`src/rtl/pong_collision_unit.sv`:
```
// Collision and scoring unit for Pong: evaluates ball position on each frame tick,
// emits registered paddle/wall/miss pulses, tracks scores and sequences serve/game-over.
module pong_collision_unit #(
  parameter int FIELD_H        = 64,
  parameter int LEFT_PADDLE_X  = 2,
  parameter int RIGHT_PADDLE_X = 61,
  parameter int PADDLE_H       = 8,
  parameter int HOLDOFF        = 4,
  parameter int WIN_SCORE      = 7
) (
  input  logic       clk,
  input  logic       reset,
  input  logic       frame_tick,
  input  logic [5:0] bx,
  input  logic [5:0] by,
  input  logic       bx_dir,
  input  logic       by_dir,
  input  logic [5:0] lpad_y,
  input  logic [5:0] rpad_y,
  input  logic       serve_ack,
  output logic       paddle_collision,
  output logic       wall_collision,
  output logic       miss_left,
  output logic       miss_right,
  output logic [3:0] score_l,
  output logic [3:0] score_r,
  output logic       serve_req,
  output logic       game_over
);

  localparam int HW = $clog2(HOLDOFF + 1);

  typedef enum logic [1:0] {
    PLAY       = 2'd0,
    SERVE_WAIT = 2'd1,
    GAME_OVER  = 2'd2
  } state_t;

  state_t        state;
  logic [HW-1:0] pad_hold;
  logic [HW-1:0] wall_hold;

  logic [6:0] by_w;
  logic [6:0] lbot;
  logic [6:0] rbot;
  logic       lhit_raw;
  logic       rhit_raw;
  logic       pad_fire;
  logic       wall_fire;
  logic       mleft;
  logic       mright;
  logic [3:0] score_l_inc;
  logic [3:0] score_r_inc;

  // Spans are computed one bit wider so a paddle near the bottom clips instead of wrapping.
  always_comb begin
    by_w = {1'b0, by};
    lbot = {1'b0, lpad_y} + 7'(PADDLE_H - 1);
    rbot = {1'b0, rpad_y} + 7'(PADDLE_H - 1);
    if (lbot > 7'(FIELD_H - 1)) begin
      lbot = 7'(FIELD_H - 1);
    end else begin
      lbot = lbot;
    end
    if (rbot > 7'(FIELD_H - 1)) begin
      rbot = 7'(FIELD_H - 1);
    end else begin
      rbot = rbot;
    end
    lhit_raw = !bx_dir && (bx <= 6'(LEFT_PADDLE_X)) &&
               (by_w >= {1'b0, lpad_y}) && (by_w <= lbot);
    rhit_raw = bx_dir && (bx >= 6'(RIGHT_PADDLE_X)) &&
               (by_w >= {1'b0, rpad_y}) && (by_w <= rbot);
    pad_fire  = (lhit_raw || rhit_raw) && (pad_hold == '0);
    wall_fire = ((by == 6'd0) && !by_dir) || ((by == 6'(FIELD_H - 1)) && by_dir);
    wall_fire = wall_fire && (wall_hold == '0);
    // A geometric paddle hit always saves the ball, even when its pulse is held off.
    mleft  = (bx == 6'd0)  && !bx_dir && !lhit_raw;
    mright = (bx == 6'd63) && bx_dir  && !rhit_raw;
    score_l_inc = score_l + 4'd1;
    score_r_inc = score_r + 4'd1;
  end

  always_ff @(posedge clk) begin
    if (reset) begin
      state            <= PLAY;
      pad_hold         <= '0;
      wall_hold        <= '0;
      paddle_collision <= 1'b0;
      wall_collision   <= 1'b0;
      miss_left        <= 1'b0;
      miss_right       <= 1'b0;
      score_l          <= 4'd0;
      score_r          <= 4'd0;
      serve_req        <= 1'b0;
      game_over        <= 1'b0;
    end else begin
      paddle_collision <= 1'b0;
      wall_collision   <= 1'b0;
      miss_left        <= 1'b0;
      miss_right       <= 1'b0;
      case (state)
        PLAY: begin
          if (frame_tick) begin
            paddle_collision <= pad_fire;
            wall_collision   <= wall_fire;
            miss_left        <= mleft;
            miss_right       <= mright;
            if (pad_fire)
              pad_hold <= HW'(HOLDOFF);
            else if (pad_hold != '0)
              pad_hold <= pad_hold - HW'(1);
            if (wall_fire)
              wall_hold <= HW'(HOLDOFF);
            else if (wall_hold != '0)
              wall_hold <= wall_hold - HW'(1);
            if (mleft || mright) begin
              if (mleft)
                score_r <= score_r_inc;
              else
                score_l <= score_l_inc;
              if ((mleft  && (score_r_inc == 4'(WIN_SCORE))) ||
                  (mright && (score_l_inc == 4'(WIN_SCORE)))) begin
                state     <= GAME_OVER;
                game_over <= 1'b1;
              end else begin
                state     <= SERVE_WAIT;
                serve_req <= 1'b1;
                pad_hold  <= '0;
                wall_hold <= '0;
              end
            end
          end
        end
        SERVE_WAIT: begin
          if (serve_ack) begin
            state     <= PLAY;
            serve_req <= 1'b0;
          end
        end
        GAME_OVER: begin
          state <= GAME_OVER;
        end
        default: begin
          state <= PLAY;
        end
      endcase
    end
  end

endmodule

```
`config.mk`:
```
export PLATFORM = sky130hd
export DESIGN_NAME = pong_collision_unit
export DESIGN_NICKNAME = d
export VERILOG_FILES = /design/src/rtl/pong_collision_unit.sv
export SDC_FILE = /design/constraint.sdc
export NUM_CORES = 1
export LEC_CHECK = 0
export BUFFER_PORTS_ARGS = -buffer_cell sky130_fd_sc_hd__buf_4
export CAP_MARGIN = 20
export CORE_ASPECT_RATIO = 2
export CORE_UTILIZATION = 37
export DETAILED_ROUTE_END_ITERATION = 12
export PLACE_DENSITY = 0.56
export SETUP_SLACK_MARGIN = 0.5
export SYNTH_ARGS = -nofsm -noshare
export SYNTH_HDL_FRONTEND = slang
export SYNTH_SLANG_ARGS = --single-unit
```
`constraint.sdc`:
```
create_clock -name clk -period 4.8 [get_ports clk]
set_clock_uncertainty 0.2 [all_clocks]
set_input_delay 0.24 -clock clk [delete_from_list [all_inputs] [get_ports clk]]
set_output_delay 0.24 -clock clk [all_outputs]
set_load 0.05 [all_outputs]
```
Yosys cells after proc, flatten, opt, wreduce, memory -nomap -nowiden
Index checks and enable logic that the tools add are counted.

cells by class
  equality and inequality tests = 10
  reduce and logical (&&, ||, !) cells = 39
  $lt $le $gt $ge = 8
  $add $sub $neg = 6
  bitwise logic cells = 3
  multiplexer cells = 20

operators by type and width
  operator                                                                          count
  3-bit 2-to-1 mux                                                                  8
  1-bit logical AND                                                                 16
  6-bit by 3-bit adder with 7-bit output, second input constant                     2
  7-bit by 6-bit greater-than comparator with 1-bit output, second input constant   2
  6-bit by 7-bit less-or-equal comparator with 1-bit output                         2
  7-bit 2-to-1 mux                                                                  2
  6-bit == test, second input constant                                              2
  6-bit >= comparator                                                               2
  6-bit zero test                                                                   2
  4-bit AND reduction                                                               3
  4-bit by 1-bit adder with 4-bit output, second input constant                     2
  4-bit by 3-bit == test with 1-bit output, second input constant                   2
  2-bit 2-to-1 mux                                                                  4
  2-bit != test, second input constant                                              4
  6-bit >= comparator, second input constant                                        1
  6-bit by 2-bit less-or-equal comparator with 1-bit output, second input constant  1
  3-bit zero test                                                                   2
  2-bit case mux with 3 select lines                                                1
  3-bit nonzero test                                                                2
  3-bit by 1-bit subtractor with 3-bit output, second input constant                2
  5-bit AND reduction                                                               1
  1-bit zero test                                                                   4
  1-bit logical OR                                                                  4
  1-bit 2-to-1 mux                                                                  4
  9 further kinds                                                                   11

storage, ports and cells
  register bits after elaboration = 22
  word-level logic and storage cells = 97

Logic depth before layout (Yosys ltp)
  depth in word-level cells = 13
  gate-level depth with buffers = 16

Worst setup path before layout
No wires, ideal clock.

  kind = input -> register
  start = input rpad_y[1]
  end = register state[0]
  data required time = 4.521 ns
  stages on the path = 14
  arrival time = 3.600 ns
  path slack = 0.921 ns
  library setup time = 0.079 ns
  cells stage by stage = nor3_1 -> xnor2_1 -> o22ai_1 -> and3_1 -> a22oi_1 -> nor2b_1 -> ha_1 -> nand2b_1 -> a211oi_1 -> o21ai_0 -> a2111o_1 -> a221o_2 -> or3b_1 -> a211oi_2

on the way
  longest elaborated chain between the ends = 13
  elaborated cells on any way between the ends = 18
  classes of those cells = add/sub (1); order compare (3); eq/ne (1); mux (5); reduce/logical (8)

ends and longest elaborated chain
  element                                                    RTL line  source
  start, declared                                            19        input logic [5:0] rpad_y,
  6-bit by 3-bit adder with 7-bit output                     59        rbot = {1'b0, rpad_y} + 7'(PADDLE_H - 1);
  7-bit by 6-bit greater-than comparator with 1-bit output   65        if (rbot > 7'(FIELD_H - 1)) begin
  7-bit 2-to-1 mux                                           65
  6-bit by 7-bit less-or-equal comparator with 1-bit output  73        (by_w >= {1'b0, rpad_y}) && (by_w <= rbot);
  1-bit logical AND (*)                                      73
  1-bit zero test (*)                                        79        mright = (bx == 6'd63) && bx_dir && !rhit_raw;
  1-bit logical AND (*)                                      79
  1-bit logical AND                                          123       (mright && (score_l_inc == 4'(WIN_SCORE)))) begin
  1-bit logical OR                                           122       if ((mleft && (score_r_inc == 4'(WIN_SCORE))) ||
  2-bit 2-to-1 mux                                           122
  2-bit 2-to-1 mux                                           117       if (mleft || mright) begin
  2-bit 2-to-1 mux                                           104       if (frame_tick) begin
  2-bit case mux with 3 select lines                         102       case (state)
  end signal, assigned                                       124       state <= GAME_OVER;
  end signal, assigned                                       127       state <= SERVE_WAIT;
  end signal, assigned                                       137       state <= PLAY;
  end, declared                                              39        state_t state;

Mark *: on every way between the ends. The rest lies on a longest branch, timed or not. The select of a mux whose other input is x is not followed.
A chain may end at the register's enable or synchronous reset.

Worst setup path in the final report
  start = input lpad_y[0]
  end = register state[0]

on the way
  longest elaborated chain between the ends = 13
  elaborated cells on any way between the ends = 18
  classes of those cells = add/sub (1); order compare (3); eq/ne (1); mux (5); reduce/logical (8)

ends and longest elaborated chain
  element                                                    RTL line  source
  start, declared                                            18        input logic [5:0] lpad_y,
  6-bit by 3-bit adder with 7-bit output                     58        lbot = {1'b0, lpad_y} + 7'(PADDLE_H - 1);
  7-bit by 6-bit greater-than comparator with 1-bit output   60        if (lbot > 7'(FIELD_H - 1)) begin
  7-bit 2-to-1 mux                                           60
  6-bit by 7-bit less-or-equal comparator with 1-bit output  71        (by_w >= {1'b0, lpad_y}) && (by_w <= lbot);
  1-bit logical AND (*)                                      71
  1-bit zero test (*)                                        78        mleft = (bx == 6'd0) && !bx_dir && !lhit_raw;
  1-bit logical AND (*)                                      78
  1-bit logical AND                                          122
  1-bit logical OR                                           122
  2-bit 2-to-1 mux                                           122
  2-bit 2-to-1 mux                                           117
  2-bit 2-to-1 mux                                           104
  2-bit case mux with 3 select lines                         102

Marked as above.

==> flow_summary.yaml <==
synthesis:
  yosys_register_bits: 22
  ys_warn_count: 0
  synth.cell_area_um2: 2050
  synthMostInstantiatedCell: "ha_1"
  yosysUniqueCellTypes: 44
  synth_top_flop_cell: "dfxtp_1"
  synth.area.top_cells: "ha_1 23%, dfxtp_1 21%, nor2_1 6.4%"
  ys_seq_area_frac: 0.215
  syn_area_per_cell_um2: 7.83
  synth_edf_count: 0
  yosys-top-cells-count: "38 x ha_1, 35 x nor2_1, 24 x inv_1, 22 x dfxtp_1, 21 x nand2_1"
  async_flop_share: 0
  syn_nets: 330
  yosysTopAreaCell: "ha_1"
  yosysTopAreaCellShare: 0.232
  syn_inst: 262
detailed_routing:
  routedWlPerCell_um: 13.3
  viasPerCell: 5.24
  drtIter0Drc: 24
  dr.pass1.iters: 4
  antenna_left: 0
  num_vias: 1923
  post-route-drc-count: 0
  wl_um: 4870
timing:
  slew_violations: 0
  worstMarginPinSlew_ns: 0.740
  rsz0062_at_grt: "no"
  finalHoldViolCount: 0
  timing.final.crit_period_ns: 3.91
  max_freq_mhz: 256
  final.setup.tns_ns: 0
  fin_crit_sh: 0.815
  finalHoldWorstSlack_ns: 0.0552
  setup_violations: 0
  max_slew_margin: 0.502
critical_path:
  rrSetupSlack_ns: 2.31
  critPathRequiredTime_ns: 4.79
  worst-r2r-cell-count: 8
  critical_path_class: "in2reg"
  rr_startpoint: "score_l[1]"
  r2r_end: "state[0]"
  startpoint_type: "primary input"
  cp_max_fo: 6
  cp-end-kind: "flop"
  arrival_ns: 3.91
cts:
  cts_tree: "yes"
  cts_buffer_depth: 2
  cts_sinks: 22
  htreeDepth: 1
  path_clk_slew_ns: 0.08
  ctsHoldBuffers: 0
  root_buffer: "clkbuf_8"
  clk_latency_ns: 0.27
  cts_buffers: 3
die:
  io_pins: 44
  rows: 38
  die_area_um2: 5860
  core_um2: 5370
  die_y_um: 107
  initial_core_util: 0.382
  die_w_um: 54.6
cells_and_area:
  finalNonFillerCells: 367
  drive_gt1_frac: 0.186
  final_util: 0.468
  multi_input_area_um2: 1520
  regArea_um2: 440
  syn_to_final_growth_pct: 22.5
  n_fill_cell: 583
  nNetsFinal: 376
  antenna_cells: 0
grt:
  grtUsageMet3: 0.00565
  gr-total-overflow: 0
  grt_pass1_vias: 1838
  grt_use_total: 0.184
  use_met1: 0.201
  grtUsageMet2: 0.351
  grt-busiest-layer: "met2"
  grt_max_degree: 19
  grt_antenna_before_repair: 0
  grt_pass1_wl_um: 8150
power_and_ir_drop:
  p_leak_nw: 1.17
  ir_drop_v: 0.000158
  p_total_mw: 0.502
  pwr_density_cell_nw_per_um2: 200
place:
  dpl.cell_count: 363
  gp_congestion: 0.821
  port_buffers: 43
  dpl.hpwl_um: 4140
run:
  maxCapViolCount: 0
min_path:
  hold_class: "in2reg"
  hold_path_startpoint: "serve_ack"
  min_path_cells: 3
  hold_path_end: "state[0]"
run_status:
  status: "completed"
==> layout make-up <==
type                       instances  area share
multi-input combinational        213       0.606
clock buffer                       4      0.0219
sequential                        22       0.175
inverter                          24      0.0359
timing repair buffer              44       0.131
tap                               60      0.0299
==> where the power goes <==
part           switching [mW]  total (mW)  leakage (nW)  internal, mW
Clock                  0.0625       0.136        0.0288        0.0733
Sequential            0.00492       0.195         0.177         0.190
Combinational          0.0948       0.172         0.964        0.0769
==> cells in the final DEF (no fill, tap or decap), drive strengths merged, types with 4 or more instances in the layout <==
master,netlist,final
a211oi,6,6
nor2,35,35
nor3,13,13
clkbuf,2,4
nand3,7,7
nor2b,4,4
o21ai,8,8
a21o,4,4
buf,1,44
nand2,21,21
ha,38,38
nand2b,7,7
dfxtp,22,22
inv,24,24
a22oi,4,4
xnor2,11,11
nand4,7,7
a21oi,11,11
==> registers in the layout, summed over array words and instances (netlist names) <==
signal / cells
score_l: 4
paddle_collision: 1
wall_collision: 1
pad_hold: 3
score_r: 4
serve_req: 1
state: 2
game_over: 1
miss_left: 1
wall_hold: 3
miss_right: 1
==> worst max-delay path, cell delays in order <==
cell and delay (ns):
buf_4 0.13, nor3_1 0.29, xnor2_1 0.18, a22oi_1 0.12
nor3_1 0.25, a22oi_1 0.16, a21oi_2 0.24, nor3_1 0.08
ha_1 0.31, nor2_1 0.04, a211o_1 0.26, a211o_1 0.33
a21o_2 0.25, a221o_2 0.40, or3b_1 0.40, a211oi_2 0.21
==> kinds of logic (layout without fill, tap and decap cells) <==
kind of cell / after synthesis / after routing / synth area share
flip-flops: 22 / 22 / 0.215
multiplexers: 3 / 3 / 0.0153
adder cells (fa/ha/maj): 38 / 38 / 0.232
AND/OR/NAND/NOR: 109 / 109 / 0.259
AO/OA/AOI/OAI: 50 / 50 / 0.172
buffers and inverters: 27 / 72 / 0.0513
XOR/XNOR: 13 / 13 / 0.0555
==> layer usage <==
metal | part of all wire | wire length (µm)
met5 | 0 | 0
met3 | 0.038 | 186
met2 | 0.56 | 2730
met1 | 0.38 | 1870
met4 | 0.019 | 93
==> metrics by stage <==
step | area (µm²) | setup WS [ns]
2_1_floorplan | 2050 | 0.921
3_3_place_gp | 2440 | 0.366
3_5_place_dp | 2440 | 0.346
4_1_cts | 2500 | 0.602
5_1_grt | 2510 | 0.562
6_report | 2510 | 0.887
==> worst max-delay path by stage <==
stage,from,end,slack [ns]
global route,rpad_y[0],state[0],0.56
CTS,rpad_y[0],state[0],0.60
global placement,rpad_y[0],state[0],0.37
finish,lpad_y[0],state[0],0.89
detailed placement,rpad_y[0],state[0],0.35
floorplan,rpad_y[1],state[0],0.92
==> timing repair <==
action	CTS	global route
gates resized for setup	0	4
buffers inserted	0	0
endpoints found under the setup margin	0	3
Power figures use the tool's default switching activity.
